<file path="config.mk">
export PLATFORM = sky130hd
export DESIGN_NAME = router_output_arbiter_flat
export DESIGN_NICKNAME = d
export VERILOG_FILES = /design/src/rtl/router_output_arbiter_if.sv /design/src/rtl/router_output_arbiter.sv /design/src/flat_wrapper.sv
export SDC_FILE = /design/constraint.sdc
export NUM_CORES = 1
export LEC_CHECK = 0
export ABC_AREA = 1
export CAP_MARGIN = 20
export CORE_AREA = 2 2 154 156
export CTS_CLUSTER_SIZE = 25
export DETAILED_ROUTE_END_ITERATION = 6
export DIE_AREA = 0 0 156 158
export PLACE_DENSITY = 0.67
export SKIP_LAST_GASP = 1
export SLEW_MARGIN = 20
export SYNTH_ARGS = -nofsm -noshare
export SYNTH_HDL_FRONTEND = slang
export SYNTH_SLANG_ARGS = --single-unit
</file>
<file path="constraint.sdc">
create_clock -name clk -period 4.6 [get_ports clk]
set_clock_uncertainty 0.2 [all_clocks]
set_input_delay 0.46 -clock clk [delete_from_list [all_inputs] [get_ports clk]]
set_output_delay 0.46 -clock clk [all_outputs]
set_load 0.01 [all_outputs]
</file>
<file path="src/rtl/router_output_arbiter_if.sv">
// Handshake bundle between the input-port requesters and one output-port arbiter.
// The arbiter takes the slave modport and the requesters/downstream side take the master modport.
interface router_output_arbiter_if #(
  parameter int NUM_REQ = 5,
  parameter int PKT_W   = 64
);
  logic [NUM_REQ-1:0]       req;
  logic [NUM_REQ*PKT_W-1:0] pkt_in;
  logic [NUM_REQ-1:0]       gnt;
  logic                     ro;
  logic                     so;
  logic [PKT_W-1:0]         pkt_out;
  logic                     busy;

  modport master (output req, pkt_in, ro, input gnt, so, pkt_out, busy);
  modport slave  (input req, pkt_in, ro, output gnt, so, pkt_out, busy);
endinterface

</file>
<file path="src/rtl/router_output_arbiter.sv">
// Round-robin arbiter with a single-entry output buffer for one router output port.
// Define ROUTER_ARB_STATS_EN to add saturating per-requester grant counters and a stall counter.
module router_output_arbiter #(
  parameter int NUM_REQ = 5,
  parameter int PKT_W   = 64,
  parameter int PTR_W   = 3
) (
  input  logic clk,
  input  logic reset,
  router_output_arbiter_if.slave bus
`ifdef ROUTER_ARB_STATS_EN
  ,
  output logic [NUM_REQ*16-1:0] grant_cnt,
  output logic [15:0]           stall_cnt
`endif
);

  typedef enum logic [0:0] {ST_EMPTY = 1'b0, ST_FULL = 1'b1} state_t;

  state_t               state_r;
  logic                 so_r;
  logic                 busy_r;
  logic [PKT_W-1:0]     pkt_out_r;
  logic [PTR_W-1:0]     ptr_r;

  logic                 drain_s;
  logic                 accept_s;
  logic [NUM_REQ-1:0]   gnt_s;
  logic [PTR_W-1:0]     gnt_idx_s;
  logic [PTR_W-1:0]     ptr_nxt_s;
  logic [PKT_W-1:0]     pkt_sel_s;

  // First requester at or after the pointer, wrapping around; the result is one-hot or zero.
  function automatic logic [NUM_REQ-1:0] rr_pick(input logic [NUM_REQ-1:0] req_v,
                                                 input logic [PTR_W-1:0]   ptr_v);
    logic [NUM_REQ-1:0] g;
    logic               found;
    logic [PTR_W-1:0]   idx;
    g     = {NUM_REQ{1'b0}};
    found = 1'b0;
    for (int k = 0; k < NUM_REQ; k++) begin
      idx    = PTR_W'((int'(ptr_v) + k) % NUM_REQ);
      g[idx] = req_v[idx] & ~found;
      found  = found | req_v[idx];
    end
    return g;
  endfunction

  function automatic logic [PTR_W-1:0] onehot_idx(input logic [NUM_REQ-1:0] g);
    logic [PTR_W-1:0] idx;
    idx = {PTR_W{1'b0}};
    for (int k = 0; k < NUM_REQ; k++) begin
      idx = idx | (g[k] ? PTR_W'(k) : {PTR_W{1'b0}});
    end
    return idx;
  endfunction

  // Grant decision: the buffer accepts when empty or when it drains in the same cycle.
  always_comb begin
    drain_s   = (state_r == ST_FULL) & bus.ro;
    accept_s  = 1'b0;
    gnt_s     = {NUM_REQ{1'b0}};
    pkt_sel_s = {PKT_W{1'b0}};
    if (reset) begin
      accept_s = 1'b0;
    end else begin
      accept_s = (|bus.req) & ((state_r == ST_EMPTY) | drain_s);
    end
    if (accept_s) begin
      gnt_s = rr_pick(bus.req, ptr_r);
    end else begin
      gnt_s = {NUM_REQ{1'b0}};
    end
    gnt_idx_s = onehot_idx(gnt_s);
    for (int k = 0; k < NUM_REQ; k++) begin
      pkt_sel_s = pkt_sel_s | ({PKT_W{gnt_s[k]}} & bus.pkt_in[k*PKT_W +: PKT_W]);
    end
    if (gnt_idx_s == PTR_W'(NUM_REQ - 1)) begin
      ptr_nxt_s = {PTR_W{1'b0}};
    end else begin
      ptr_nxt_s = gnt_idx_s + {{(PTR_W-1){1'b0}}, 1'b1};
    end
  end

  // Output buffer state machine and round-robin pointer.
  always_ff @(posedge clk) begin
    if (reset) begin
      state_r   <= ST_EMPTY;
      so_r      <= 1'b0;
      busy_r    <= 1'b0;
      pkt_out_r <= {PKT_W{1'b0}};
      ptr_r     <= {PTR_W{1'b0}};
    end else begin
      case (state_r)
        ST_EMPTY: begin
          if (accept_s) begin
            state_r   <= ST_FULL;
            so_r      <= 1'b1;
            busy_r    <= 1'b1;
            pkt_out_r <= pkt_sel_s;
            ptr_r     <= ptr_nxt_s;
          end
        end
        ST_FULL: begin
          if (accept_s) begin
            pkt_out_r <= pkt_sel_s;
            ptr_r     <= ptr_nxt_s;
          end else if (bus.ro) begin
            // pkt_out keeps its stale value; so=0 marks it invalid.
            state_r <= ST_EMPTY;
            so_r    <= 1'b0;
            busy_r  <= 1'b0;
          end
        end
        default: begin
          state_r <= ST_EMPTY;
          so_r    <= 1'b0;
          busy_r  <= 1'b0;
        end
      endcase
    end
  end

  assign bus.gnt     = gnt_s;
  assign bus.so      = so_r;
  assign bus.busy    = busy_r;
  assign bus.pkt_out = pkt_out_r;

`ifdef ROUTER_ARB_STATS_EN
  logic [NUM_REQ-1:0][15:0] grant_cnt_r;
  logic [15:0]              stall_cnt_r;

  function automatic logic [15:0] sat_inc(input logic [15:0] v, input logic en);
    logic [15:0] r;
    if (en && (v != 16'hFFFF)) begin
      r = v + 16'd1;
    end else begin
      r = v;
    end
    return r;
  endfunction

  // Per-requester grant counters.
  always_ff @(posedge clk) begin
    if (reset) begin
      for (int k = 0; k < NUM_REQ; k++) begin
        grant_cnt_r[k] <= 16'h0000;
      end
    end else begin
      for (int k = 0; k < NUM_REQ; k++) begin
        grant_cnt_r[k] <= sat_inc(grant_cnt_r[k], gnt_s[k]);
      end
    end
  end

  // Cycles where a valid output is blocked by downstream.
  always_ff @(posedge clk) begin
    if (reset) begin
      stall_cnt_r <= 16'h0000;
    end else begin
      stall_cnt_r <= sat_inc(stall_cnt_r, (state_r == ST_FULL) & ~bus.ro);
    end
  end

  assign grant_cnt = grant_cnt_r;
  assign stall_cnt = stall_cnt_r;
`endif

endmodule

</file>
<file path="src/flat_wrapper.sv">
// flat-port wrapper written by rule: the top's interface ports become plain ports
module router_output_arbiter_flat 
#(
  parameter int NUM_REQ = 5,
  parameter int PKT_W   = 64,
  parameter int PTR_W   = 3
)
  (clk, reset, bus_req, bus_pkt_in, bus_ro, bus_gnt, bus_so, bus_pkt_out, bus_busy);
  router_output_arbiter_if #(.NUM_REQ(NUM_REQ), .PKT_W(PKT_W)) bus_i ();
  input  logic clk;
  input  logic reset;
  input wire logic [$bits(bus_i.req)-1:0] bus_req;
  input wire logic [$bits(bus_i.pkt_in)-1:0] bus_pkt_in;
  input wire logic [$bits(bus_i.ro)-1:0] bus_ro;
  output wire logic [$bits(bus_i.gnt)-1:0] bus_gnt;
  output wire logic [$bits(bus_i.so)-1:0] bus_so;
  output wire logic [$bits(bus_i.pkt_out)-1:0] bus_pkt_out;
  output wire logic [$bits(bus_i.busy)-1:0] bus_busy;
  assign bus_i.req = bus_req;
  assign bus_i.pkt_in = bus_pkt_in;
  assign bus_i.ro = bus_ro;
  assign bus_gnt = bus_i.gnt;
  assign bus_so = bus_i.so;
  assign bus_pkt_out = bus_i.pkt_out;
  assign bus_busy = bus_i.busy;
  router_output_arbiter #(.NUM_REQ(NUM_REQ), .PKT_W(PKT_W), .PTR_W(PTR_W)) u_core (.clk(clk), .reset(reset), .bus(bus_i));
endmodule
</file>
Word-level counts from Yosys, hierarchy flattened
Cells that the tools add are included.

Flip-flop bits (word level): 69. Word-level logic and storage cells: 104.

$add $sub $neg: 5. Divide/modulo/power cells: 5. Order comparisons: 10. Equality and inequality tests: 4. Mux-type cells: 41. Bitwise operators: 28. Reduce and logical (&&, ||, !) cells: 7.

Operators by type and width (number): $and 64x64->64 (5); $or 64x64->64 (4); $mod 32x4->32 const B (4); $mux 64 (1); $mod 4x4->32 const B (1); $bwmux 5 (4); $lt 3x4->1 const B (5); $mux 1 (18); $bmux 1 s3 (5); $demux 1 s3 (5); $ge 3x1->1 const B (5); $mux 3 (3); $or 3x3->3 (3); $add 3x2->4 const B (2); $and 1x1->1 (6); $and 5x5->5 (1); $logic_and 1x1->1 (5); $mux 5 (1); $not 1->1 (5); $reduce_or 5->1 (1); $add 3x1->4 const B (1); $add 3x3->4 const B (1); $mux 2 (2); $ne 2x2->1 const B (2); 6 further kinds (10).

Depth between registers and ports, before layout
Depth in word-level cells: 18. Depth in mapped cells: 39.

Worst setup path before layout
No wires, ideal clock.

Path kind: reg2reg. Start point: register u_core.ptr_r[0]. End point: register u_core.ptr_r[0]. Library setup time: 0.064 ns. Arrival: 3.990 ns. Data required time: 4.336 ns. Path slack: 0.346 ns. Stages on the path, launching flop included: 34. Clock period less this slack: 4.254 ns. Cells stage by stage: dfxtp_1 -> buf_6 -> clkinv_1 -> ha_1 -> inv_1 -> ha_1 -> inv_1 -> ha_1 -> inv_1 -> ha_1 -> inv_1 -> a21oi_1 -> nor2_1 -> nand2_1 -> o21ai_1 -> inv_1 -> nand2_1 -> nand2_1 -> nand2_1 -> nand3_1 -> nor2_4 -> nor2_1 -> nor2_2 -> buf_4 -> buf_4 -> nand2_1 -> nand2_1 -> inv_1 -> ha_1 -> nand3_1 -> nand2_1 -> nor2_1 -> nor2_1 -> nor2_1.

Word-level cells in the longest chain between the ends: 18.

Ends and longest elaborated chain: start, declared (RTL line router_output_arbiter.sv:24) `logic [PTR_W-1:0] ptr_r;`; start signal, assigned (RTL line router_output_arbiter.sv:92) `ptr_r <= {PTR_W{1'b0}};`; start signal, assigned (RTL line router_output_arbiter.sv:101) `ptr_r <= ptr_nxt_s;`; start signal, assigned (RTL line router_output_arbiter.sv:107) `ptr_r <= ptr_nxt_s;`; $add 3x1->4 or $mod 4x4->32 (tied branches) (RTL line router_output_arbiter.sv:42) `idx = PTR_W'((int'(ptr_v) + k) % NUM_REQ);`; $mod 32x4->32, or another cell as far along (RTL line router_output_arbiter.sv:42); $lt 3x4->1 (not written as such), or another cell as far along (RTL line router_output_arbiter.sv:43) `g[idx] = req_v[idx] & ~found;`; $logic_and 1x1->1 (not written as such), or another cell as far along (RTL line router_output_arbiter.sv:43); $mux 1 (not written as such), or another cell as far along (RTL line router_output_arbiter.sv:43); $demux 1 s3, or another cell as far along; $bwmux 5, or another cell as far along (2 in a row) (RTL line router_output_arbiter.sv:43); $bwmux 5 or $and 1x1->1 (tied branches) (RTL line router_output_arbiter.sv:43); $bwmux 5 * (RTL line router_output_arbiter.sv:43); $mux 5 * (RTL line router_output_arbiter.sv:69) `if (accept_s) begin`; $mux 1 or $mux 2 (tied branches) (RTL line router_output_arbiter.sv:53) `idx = idx | (g[k] ? PTR_W'(k) : {PTR_W{1'b0}});`; $or 3x3->3 (2 in a row) (RTL line router_output_arbiter.sv:53); $or 3x3->3 * (RTL line router_output_arbiter.sv:53); $add 3x1->3 or $eq 3x3->1 (tied branches) (RTL line router_output_arbiter.sv:81, router_output_arbiter.sv:78); $mux 3 * (RTL line router_output_arbiter.sv:78) `if (gnt_idx_s == PTR_W'(NUM_REQ - 1)) begin`; $mux 3 * (RTL line router_output_arbiter.sv:96, router_output_arbiter.sv:105).

Mark *: on every way between the ends. The rest lies on a longest branch, timed or not. The select of a mux whose other input is x is not followed. A chain may end at the register's enable or synchronous reset.

Worst setup path in the final report
Start point: register u_core.ptr_r[1]. End point: output port bus_gnt[1].

Word-level cells in the longest chain between the ends: 11.

Ends and longest elaborated chain: $add 3x1->4 or $mod 4x4->32 (tied branches) (RTL line router_output_arbiter.sv:42); $mod 32x4->32, or another cell as far along (RTL line router_output_arbiter.sv:42); $lt 3x4->1 (not written as such), or another cell as far along (RTL line router_output_arbiter.sv:43); $logic_and 1x1->1 (not written as such), or another cell as far along (RTL line router_output_arbiter.sv:43); $mux 1 (not written as such), or another cell as far along (RTL line router_output_arbiter.sv:43); $demux 1 s3, or another cell as far along; $bwmux 5, or another cell as far along (2 in a row) (RTL line router_output_arbiter.sv:43); $bwmux 5 or $and 1x1->1 (tied branches) (RTL line router_output_arbiter.sv:43); $bwmux 5 * (RTL line router_output_arbiter.sv:43); $mux 5 * (RTL line router_output_arbiter.sv:69); end, declared (RTL line flat_wrapper.sv:15) `output wire logic [$bits(bus_i.gnt)-1:0] bus_gnt;`.

Marks and branches as above.

==> results.cfg <==
[placement]
dp.cells = 1892
place_congestion = 0.9181
io_buffers = 398
hpwl_mm = 24.13

[synth]
synth-seq-cells = 69
post_synth_main_area_contributors = nand3_1, dfxtp_1, nand2_1
synth_commonest_cells = nand3_1, nand2_1, a21oi_1
avgSynthCellArea_um2 = 5.607
yosysUniqueCellTypes = 34
synthArstFlopShare_pct = 0
ys_seq_area_share_pct = 19.25
ys.flop_type = dfxtp_1
synth_top_area_cell = nand3_1
syn_area_um2 = 7177
yosys_warnings = 0
synth_top_area_share_pct = 24.62
synth_cells = 1280
synth-edff-count = 0
yosysMostFrequentCell = nand3_1
syn-num-nets = 1624

[grt]
grt_pass1_vias = 9148
grt_pass1_wl_mm = 50.74
antenna_found_initial = 4
gr-usage-all-layers_pct = 26.61
grt_max_degree = 132
grt_remaining_overflow = 0

[routing]
num_vias = 9940
route.detailed.drc = 0
drtAntennaViolNets = 0
via_per_inst = 5.180
drt_wl_total_mm = 35.24
dr.first_iter.drc_count = 876
firstDrtPassIters = 6
wire_per_inst_um = 18.36

[run]
cap_violations = 0

[clock_tree]
holdBufCountCts = 0
clkSinkCount = 69
clk_latency_ns = 0.35
numCtsBuffers = 9
cts_max_path_buffers = 2
cts_tree = built
ctsHtreeMaxLevel = 3
clk_pin_slew_ns = 0.06
cts_root_buf = clkbuf_16

[cells_and_area]
drive_above_1_share_pct = 7.262
synthToLayoutAreaGrowth_pct = 63.16
nets = 1964
fill_cells = 2336
fin_cells = 1919
post-route-util_pct = 50.80

[floorplanning]
rows = 56
io-pin-count = 399
fp.dieW_um = 156
die_y_um = 158
dieArea_um2 = 24650
initial_core_util_pct = 31.13
design.core.area_um2 = 23050

[sta]
hold_ws_ns = 0.3051
drv_slew = 0
maxSlewHeadroom_pct = 34.54
fin_crit_ns = 4.363
setup_viol = 0
rsz0062_at_grt = yes
period_share_pct = 94.84
finalHoldViolations = 0
clock.fmax_mhz = 229.2
tightest_slew_ns = 0.9820

[critical_path]
path_max_fanout = 7
crit_required_ns = 3.94
r2r_slack_ns = 0.29
worstPathArrival_ns = 3.70
criticalPathCategory = reg -> out
crit_path_end_kind = output port
crit_path_start_kind = flip-flop

[status]
status = complete, no violations

[worst_hold_path]
hold_path_class = reg -> reg
-- kinds of logic after synthesis --
kind of cell	Yosys count	share of synthesized area, %
DFF	69	19.25
and+or+nand+nor	807	50.68
AOI/OAI and AO/OA	162	11.61
buffers and inverters	220	14.68
xor gates and xnor gates	6	0.9937
adders and majority gates	16	2.789
-- final timing paths --
path | startpoint | depth (start not counted) | end
worst max-delay path | u_core.ptr_r[1] | 23 | bus_gnt[1]
worst min-delay path | u_core.ptr_r[1] | 2 | u_core.ptr_r[1]
worst max register to register | u_core.ptr_r[1] | 26 | u_core.bus.pkt_out[24]
worst min register to register | u_core.ptr_r[1] | 2 | u_core.ptr_r[1]
-- placed cells by master (no fill, tap or decap), types with 6 or more instances in the layout --
| master | n |
|---|---|
| a21oi_1 | 138 |
| buf_12 | 7 |
| buf_4 | 16 |
| clkbuf_16 | 9 |
| clkdlybuf4s50_1 | 393 |
| dfxtp_1 | 67 |
| ha_1 | 9 |
| inv_1 | 108 |
| inv_2 | 16 |
| nand2_1 | 301 |
| nand2_2 | 19 |
| nand3_1 | 349 |
| nand3_2 | 6 |
| nand4_1 | 12 |
| nor2_1 | 102 |
| nor2_4 | 8 |
| o21ai_0 | 8 |
| o21ai_1 | 7 |
-- metal layers --
layer	track usage [%]	vias up	part of all wire, %
met5	0	-	0
met4	11.27	0	3.3
met3	7.200	73	9.5
met2	46.21	500	48
met1	30.91	4478	39
li1	-	4889	-
-- critical path, cell delays in order, from the launching register on --
cell and delay, ns:
dfxtp_2 0.34, buf_4 0.17, ha_2 0.21, a21oi_4 0.15, xor2_2 0.18, ha_2 0.20, inv_1 0.05, or2_2 0.26
nand2_1 0.11, nand3_1 0.09, nand2_2 0.15, nand2_1 0.08, nor2_2 0.14, inv_2 0.05, o21ai_1 0.12, nor2_1 0.06
nand3_1 0.13, nor2_4 0.05, buf_4 0.14, nor2_1 0.16, nor2_4 0.06, nand2_2 0.13, inv_1 0.05, dlygate4sd2_1 0.28
-- metrics by stage --
| step | setup TNS [ns] | worst slack [ns] | cell area, um2 |
|---|---|---|---|
| 4_1_cts | -0.05254 | -0.05254 | 11580 |
| 5_1_grt | -0.03143 | -0.01720 | 11710 |
| 3_3_place_gp | 0 | 0.1215 | 11210 |
| 3_5_place_dp | 0 | 0.01984 | 11210 |
| 6_report | 0 | 0.2372 | 11710 |
| 2_1_floorplan | 0 | 0.3463 | 7177 |
-- registers in the layout (all words and copies together) (netlist names) --
name and cells:
u_core.state_r 1, u_core.bus.so 1, u_core.bus.pkt_out 64, u_core.ptr_r 3
-- area by class of cell --
| type | count | area [um2] | share of cell area [%] |
|---|---|---|---|
| Antenna cell | 4 | 10.01 | 0.08548 |
| Clock buffer | 10 | 239.0 | 2.041 |
| Clock inverter | 6 | 93.84 | 0.8014 |
| Inverter | 126 | 478.0 | 4.082 |
| Multi-Input combinational cell | 991 | 4886 | 41.72 |
| Sequential cell | 69 | 1384 | 11.82 |
| Tap cell | 290 | 362.8 | 3.099 |
| Timing Repair Buffer | 423 | 4257 | 36.35 |
-- what timing repair did --
item,CTS,global route
buffers inserted,3,4
pin swaps,3,8
resized for setup,13,28
endpoints found under the setup margin,6,69
Power is left out: the tool's default activity adds up to more than one toggle a clock period on the data nets, which glitch-free logic cannot reach.
